===== config.mk =====
export PLATFORM = sky130hd
export DESIGN_NAME = ahb_byte_master
export DESIGN_NICKNAME = d
export VERILOG_FILES = /design/src/rtl/ahb_byte_master_pkg.sv /design/src/rtl/ahb_byte_master.sv
export SDC_FILE = /design/constraint.sdc
export NUM_CORES = 1
export LEC_CHECK = 0
export BUFFER_PORTS_ARGS = -buffer_cell sky130_fd_sc_hd__buf_2
export CAP_MARGIN = 20
export CORE_UTILIZATION = 40
export CTS_BUF_LIST = sky130_fd_sc_hd__clkbuf_2 sky130_fd_sc_hd__clkbuf_4 sky130_fd_sc_hd__clkbuf_8
export CTS_CLUSTER_DIAMETER = 60
export DETAILED_ROUTE_END_ITERATION = 6
export PLACE_DENSITY = 0.72
export SLEW_MARGIN = 20
export SYNTH_ARGS = -nofsm -noshare
export SYNTH_HDL_FRONTEND = slang
export SYNTH_SLANG_ARGS = --single-unit

===== constraint.sdc =====
create_clock -name clk -period 2 [get_ports clk]
set_input_delay 0.2 -clock clk [delete_from_list [all_inputs] [get_ports clk]]
set_output_delay 0.2 -clock clk [all_outputs]
set_load 0.03 [all_outputs]

===== src/rtl/ahb_byte_master_pkg.sv =====
// Shared types and constants for the byte-stream driven AHB-Lite initiator.
package ahb_byte_master_pkg;

  typedef enum logic [2:0] {
    ST_IDLE,
    ST_GET_ADDR,
    ST_GET_DATA,
    ST_BUS_ADDR,
    ST_BUS_DATA,
    ST_SEND_STATUS,
    ST_SEND_DATA,
    ST_SEND_NAK
  } state_t;

  localparam logic [7:0] OP_WRITE = 8'h57;
  localparam logic [7:0] OP_READ  = 8'h52;

  localparam logic [7:0] RSP_OK  = 8'h4B;
  localparam logic [7:0] RSP_ERR = 8'h45;
  localparam logic [7:0] RSP_NAK = 8'h3F;

  localparam logic [1:0] HTRANS_IDLE   = 2'b00;
  localparam logic [1:0] HTRANS_NONSEQ = 2'b10;

  localparam logic [2:0] HSIZE_WORD    = 3'b010;
  localparam logic [2:0] HBURST_SINGLE = 3'b000;
  localparam logic [3:0] HPROT_DATA    = 4'b0011;

endpackage


===== src/rtl/ahb_byte_master.sv =====
// Byte-stream command decoder that issues single-word AHB-Lite transfers
// and answers with a status byte plus, for reads, four data bytes.
module ahb_byte_master #(
  parameter int RX_TIMEOUT = 50000
) (
  input  logic        clk,
  input  logic        rst_n,
  input  logic [7:0]  rx_data,
  input  logic        rx_valid,
  output logic        rx_ready,
  output logic [7:0]  tx_data,
  output logic        tx_valid,
  input  logic        tx_ready,
  output logic [31:0] haddr,
  output logic [1:0]  htrans,
  output logic        hwrite,
  output logic [2:0]  hsize,
  output logic [2:0]  hburst,
  output logic [3:0]  hprot,
  output logic [31:0] hwdata,
  input  logic [31:0] hrdata,
  input  logic        hready,
  input  logic        hresp,
  output logic        busy
);

  import ahb_byte_master_pkg::*;

  localparam int CNT_W = (RX_TIMEOUT > 2) ? $clog2(RX_TIMEOUT) : 1;
  localparam logic [CNT_W-1:0] TIMEOUT_LAST = CNT_W'(RX_TIMEOUT - 1);

  state_t            state;
  state_t            state_next;
  logic              is_write;
  logic              err_flag;
  logic [1:0]        byte_cnt;
  logic [31:0]       addr_reg;
  logic [31:0]       wdata_reg;
  logic [31:0]       rdata_reg;
  logic [CNT_W-1:0]  idle_cnt;

  logic rx_fire;
  logic last_byte;
  logic in_rx_body;
  logic timeout_hit;

  assign rx_ready    = (state == ST_IDLE) || (state == ST_GET_ADDR) || (state == ST_GET_DATA);
  assign rx_fire     = rx_valid && rx_ready;
  assign last_byte   = (byte_cnt == 2'd3);
  assign in_rx_body  = (state == ST_GET_ADDR) || (state == ST_GET_DATA);
  assign timeout_hit = in_rx_body && !rx_fire && (idle_cnt == TIMEOUT_LAST);

  assign hsize  = HSIZE_WORD;
  assign hburst = HBURST_SINGLE;
  assign hprot  = HPROT_DATA;

  // State register; reset abandons any transfer in flight.
  always_ff @(posedge clk) begin
    if (!rst_n) state <= ST_IDLE;
    else        state <= state_next;
  end

  // Next-state decode for command parsing, bus phases and response bytes.
  always_comb begin
    state_next = state;
    case (state)
      ST_IDLE: begin
        if (rx_fire) begin
          if (rx_data == OP_WRITE || rx_data == OP_READ) state_next = ST_GET_ADDR;
          else                                           state_next = ST_SEND_NAK;
        end
      end
      ST_GET_ADDR: begin
        if (timeout_hit)                state_next = ST_IDLE;
        else if (rx_fire && last_byte)  state_next = is_write ? ST_GET_DATA : ST_BUS_ADDR;
      end
      ST_GET_DATA: begin
        if (timeout_hit)                state_next = ST_IDLE;
        else if (rx_fire && last_byte)  state_next = ST_BUS_ADDR;
      end
      ST_BUS_ADDR: begin
        if (hready) state_next = ST_BUS_DATA;
      end
      ST_BUS_DATA: begin
        if (hready) state_next = ST_SEND_STATUS;
      end
      ST_SEND_STATUS: begin
        if (tx_ready) state_next = (!is_write && !err_flag) ? ST_SEND_DATA : ST_IDLE;
      end
      ST_SEND_DATA: begin
        if (tx_ready && last_byte) state_next = ST_IDLE;
      end
      ST_SEND_NAK: begin
        if (tx_ready) state_next = ST_IDLE;
      end
      default: state_next = ST_IDLE;
    endcase
  end

  // Bus and response outputs decoded from state so reset clears them at once.
  always_comb begin
    htrans   = (state == ST_BUS_ADDR) ? HTRANS_NONSEQ : HTRANS_IDLE;
    hwrite   = (state == ST_BUS_ADDR) && is_write;
    haddr    = {addr_reg[31:2], 2'b00};
    hwdata   = wdata_reg;
    busy     = (state != ST_IDLE);
    tx_valid = 1'b0;
    tx_data  = 8'h00;
    case (state)
      ST_SEND_STATUS: begin
        tx_valid = 1'b1;
        tx_data  = err_flag ? RSP_ERR : RSP_OK;
      end
      ST_SEND_DATA: begin
        tx_valid = 1'b1;
        tx_data  = rdata_reg[7:0];
      end
      ST_SEND_NAK: begin
        tx_valid = 1'b1;
        tx_data  = RSP_NAK;
      end
      default: ;
    endcase
  end

  // Datapath: opcode latch, LSB-first shift registers and the byte counter.
  always_ff @(posedge clk) begin
    if (!rst_n) begin
      is_write  <= 1'b0;
      err_flag  <= 1'b0;
      byte_cnt  <= 2'd0;
      addr_reg  <= 32'h0;
      wdata_reg <= 32'h0;
      rdata_reg <= 32'h0;
    end else begin
      case (state)
        ST_IDLE: begin
          if (rx_fire && (rx_data == OP_WRITE || rx_data == OP_READ)) begin
            is_write <= (rx_data == OP_WRITE);
            byte_cnt <= 2'd0;
          end
        end
        ST_GET_ADDR: begin
          if (rx_fire) begin
            addr_reg <= {rx_data, addr_reg[31:8]};
            byte_cnt <= byte_cnt + 2'd1;
          end else if (timeout_hit) begin
            byte_cnt <= 2'd0;
          end
        end
        ST_GET_DATA: begin
          if (rx_fire) begin
            wdata_reg <= {rx_data, wdata_reg[31:8]};
            byte_cnt  <= byte_cnt + 2'd1;
          end else if (timeout_hit) begin
            byte_cnt <= 2'd0;
          end
        end
        ST_BUS_DATA: begin
          if (hready) begin
            rdata_reg <= hrdata;
            err_flag  <= hresp;
          end
        end
        ST_SEND_STATUS: begin
          if (tx_ready) byte_cnt <= 2'd0;
        end
        ST_SEND_DATA: begin
          if (tx_ready) begin
            rdata_reg <= {8'h00, rdata_reg[31:8]};
            byte_cnt  <= byte_cnt + 2'd1;
          end
        end
        default: ;
      endcase
    end
  end

  // Inter-byte idle counter; only runs while a command is partially received.
  always_ff @(posedge clk) begin
    if (!rst_n) begin
      idle_cnt <= '0;
    end else if (in_rx_body && !timeout_hit) begin
      if (rx_fire) idle_cnt <= '0;
      else         idle_cnt <= idle_cnt + 1'b1;
    end else begin
      idle_cnt <= '0;
    end
  end

endmodule


==> impl_results.md <==
- Grt total ovfl: 0
- Max Slew Vio Count: 0
- CP endpoint kind: output port
- Worst Path Required: 1800 ps
- Port bufs: 120
- Synth Register Bits: 117
- Cell taking the most area after synthesis: dfxtp_1
- Largest net degree at the start of global routing: 64
- Post-DR vias/cell: around 5
- Mapped Area: roughly 0.0050 mm^2
- Power Density: approximately 1100 mW/mm^2
- Global-route wire length before repair: 18.8 mm
- Slew at the pin with the worst max-slew slack: 735 ps
- Fmax: 0.538 GHz
- Max Clock Skew: approximately 8.4 ps
- Number of enable flip-flop cells after synthesis: 0
- Status: complete, no violations
- Asr flop ratio synth: 0%
- Diodes inserted: 0
- Die width: 114 um
- TritonCTS clock tree: yes
- Core area: 0.0122 mm^2
- RSZ-0062 raised after global routing: no
- Filler cell count in the final layout: roughly 1,200
- Final hold violation count: 0
- Final nets: 791
- DRC errors left: 0
- Layout Utilization: 51.0%
- Final setup violation count: 0
- Min cycle time layout: 1860 ps
- Antenna viol nets, final: 0
- Number of library cell types mapped by synthesis: 54
- Commonest cells in the netlist: 185 x nand2_1, 117 x dfxtp_1, 73 x a21oi_1
- Die Ht: around 110 um
- I/O Pins: 134
- Ys Warns: 0
- Placed wire-length estimate: 7.92 mm
- WS Path Type: register to output port
- Most instantiated library cell after synthesis: nand2_1
- Multi-input gate area: 0.00238 mm^2
- Gr usage total: 18.3%
- Root buf cell: clkbuf_8
- Std cell rows: 40
- Initial antenna violation count: 0
- Rel. slew slack: 51.0%
- # Post-CTS Setup Buffers: 0
- Fin Setup TNS: 0 ps
- CTS Buf Count: 17
- Leak Pwr: 2.50 nW
- Worst VDD drop: 0.560 mV
- Clock sinks: 117
- Critical Path Start Type: register
- Hold Path Class: primary input to register
- DP Area: 0.00571 mm^2
- Tcrit/Tclk final: slightly above 90%
- Starting Density: 41.5%
- Top cells by area, synth: dfxtp_1 46%, nand2_1 14%, a21oi_1 7.2%
- Die area: 0.0131 mm^2
- GPL Wtd Cong: a little over 0.8
- Avg Cell Area, Syn: just over 8 um^2
- Critical-path maximum fanout: 11
- WHS: 33.3 ps
- Layout Area Growth over Synthesis: 23.0%
- Total power: 0.00653 W
- CP arrival: approximately 1700 ps
- Synth top area share: 46.5%
- Sequential-to-total area share from yosys stat: 46.5%
- Max-cap violations: 0
- Post-Synthesis Cells: 625
- DRT Wirelength: approximately 12 mm
- Clock latency on the worst-skew pair: 430 ps
- Vias: 4,483
- Finished Cell Area: just over 0.006 mm^2
- Reg area: about 0.0024 mm^2
- CTS Buffer Depth: 2
- Drt wl/cell: 12.9 um
- DR pass1 iterations: 5
- Top_reg_cell synth: dfxtp_1
- H-tree level count: 4
- Reg clk slew, reported paths: 70 ps
- Iteration-0 DRC Markers: between 300 and 400
- Share of cells above drive strength 1: between 20% and 30%
- Number of global-route vias before repair: 3,898
==> cell families (layout without fill, tap and decap cells) <==
logic type | Yosys count | count (layout) | synth area share (%)
buffers and inverters | 61 | 180 | 7.17
muxes | 4 | 4 | 0.794
other | 2 | 13 | 0.149
and+or+nand+nor | 299 | 299 | 26.5
DFF | 117 | 117 | 46.5
AOI/OAI and AO/OA | 124 | 124 | 15.7
xor gates and xnor gates | 16 | 16 | 2.78
adders and majority gates | 2 | 2 | 0.496
==> what timing repair did <==
item,4_1_cts,5_1_grt
gates resized for setup,2,3
hold endpoints to repair,8,0
hold buffers,8,0
setup endpoints to repair,10,4
==> power breakdown <==
part | leakage, nW | internal [W] | switching, W
registers | 0.947 | 0.00252 | 0.000178
clock network | 0.208 | 0.00131 | 0.000909
logic | 1.34 | 0.000574 | 0.00104
==> worst paths after layout <==
check	startpoint	end	slack, ps	cells past startpoint
min	hrdata[27]	rdata_reg[27]	30	3
max reg2reg	state[2]	is_write	320	6
max	state[2]	tx_data[7]	140	5
min reg2reg	hwdata[1]	hwdata[1]	450	2
==> layout by cell type (no fill, tap or decap), drive strengths merged, types with 5 or more instances in the layout <==
master	netlist	routed
conb	2	13
dfxtp	117	117
clkbuf	18	21
nand2	185	185
buf	37	135
nor2	62	62
dlygate4sd3	0	8
a21oi	73	73
xor2	6	6
a311oi	24	24
a22oi	8	8
and3	6	6
nand3	12	12
inv	6	6
xnor2	10	10
clkinv	0	5
nor3	5	5
==> cell type report <==
| class | instances | area share [%] |
|---|---|---|
| clock buffers | 21 | 4.46 |
| clock inverters | 10 | 2.10 |
| inverters | 6 | 0.363 |
| multi-input cells | 458 | 38.4 |
| flip-flops and latches | 117 | 37.9 |
| well taps | 168 | 3.39 |
| repair buffers | 143 | 13.4 |
==> metrics by stage <==
stage	std cells	worst slack, ps
4_1_cts	923	5.70
3_5_place_dp	884	172
6_report	923	142
2_1_floorplan	636	228
3_3_place_gp	884	155
5_1_grt	923	25.6
==> critical path, stage by stage, from the launching register on <==
cell and delay, ps:
dfxtp_2 420, nand2_1 140, nor2_4 140, buf_4 200, and2_1 140, buf_2 190
==> routing by layer <==
layer	routed length [um]	part of all wire (%)	vias to the layer above	track usage, %
met2	5410	46	125	26.1
met1	5750	48	2027	25.2
li1	-	-	2318	-
met4	189	1.6	0	8.48
met5	0	0	-	0
met3	528	4.4	13	5.72
Note: power is estimated with default switching activity, not from simulation.
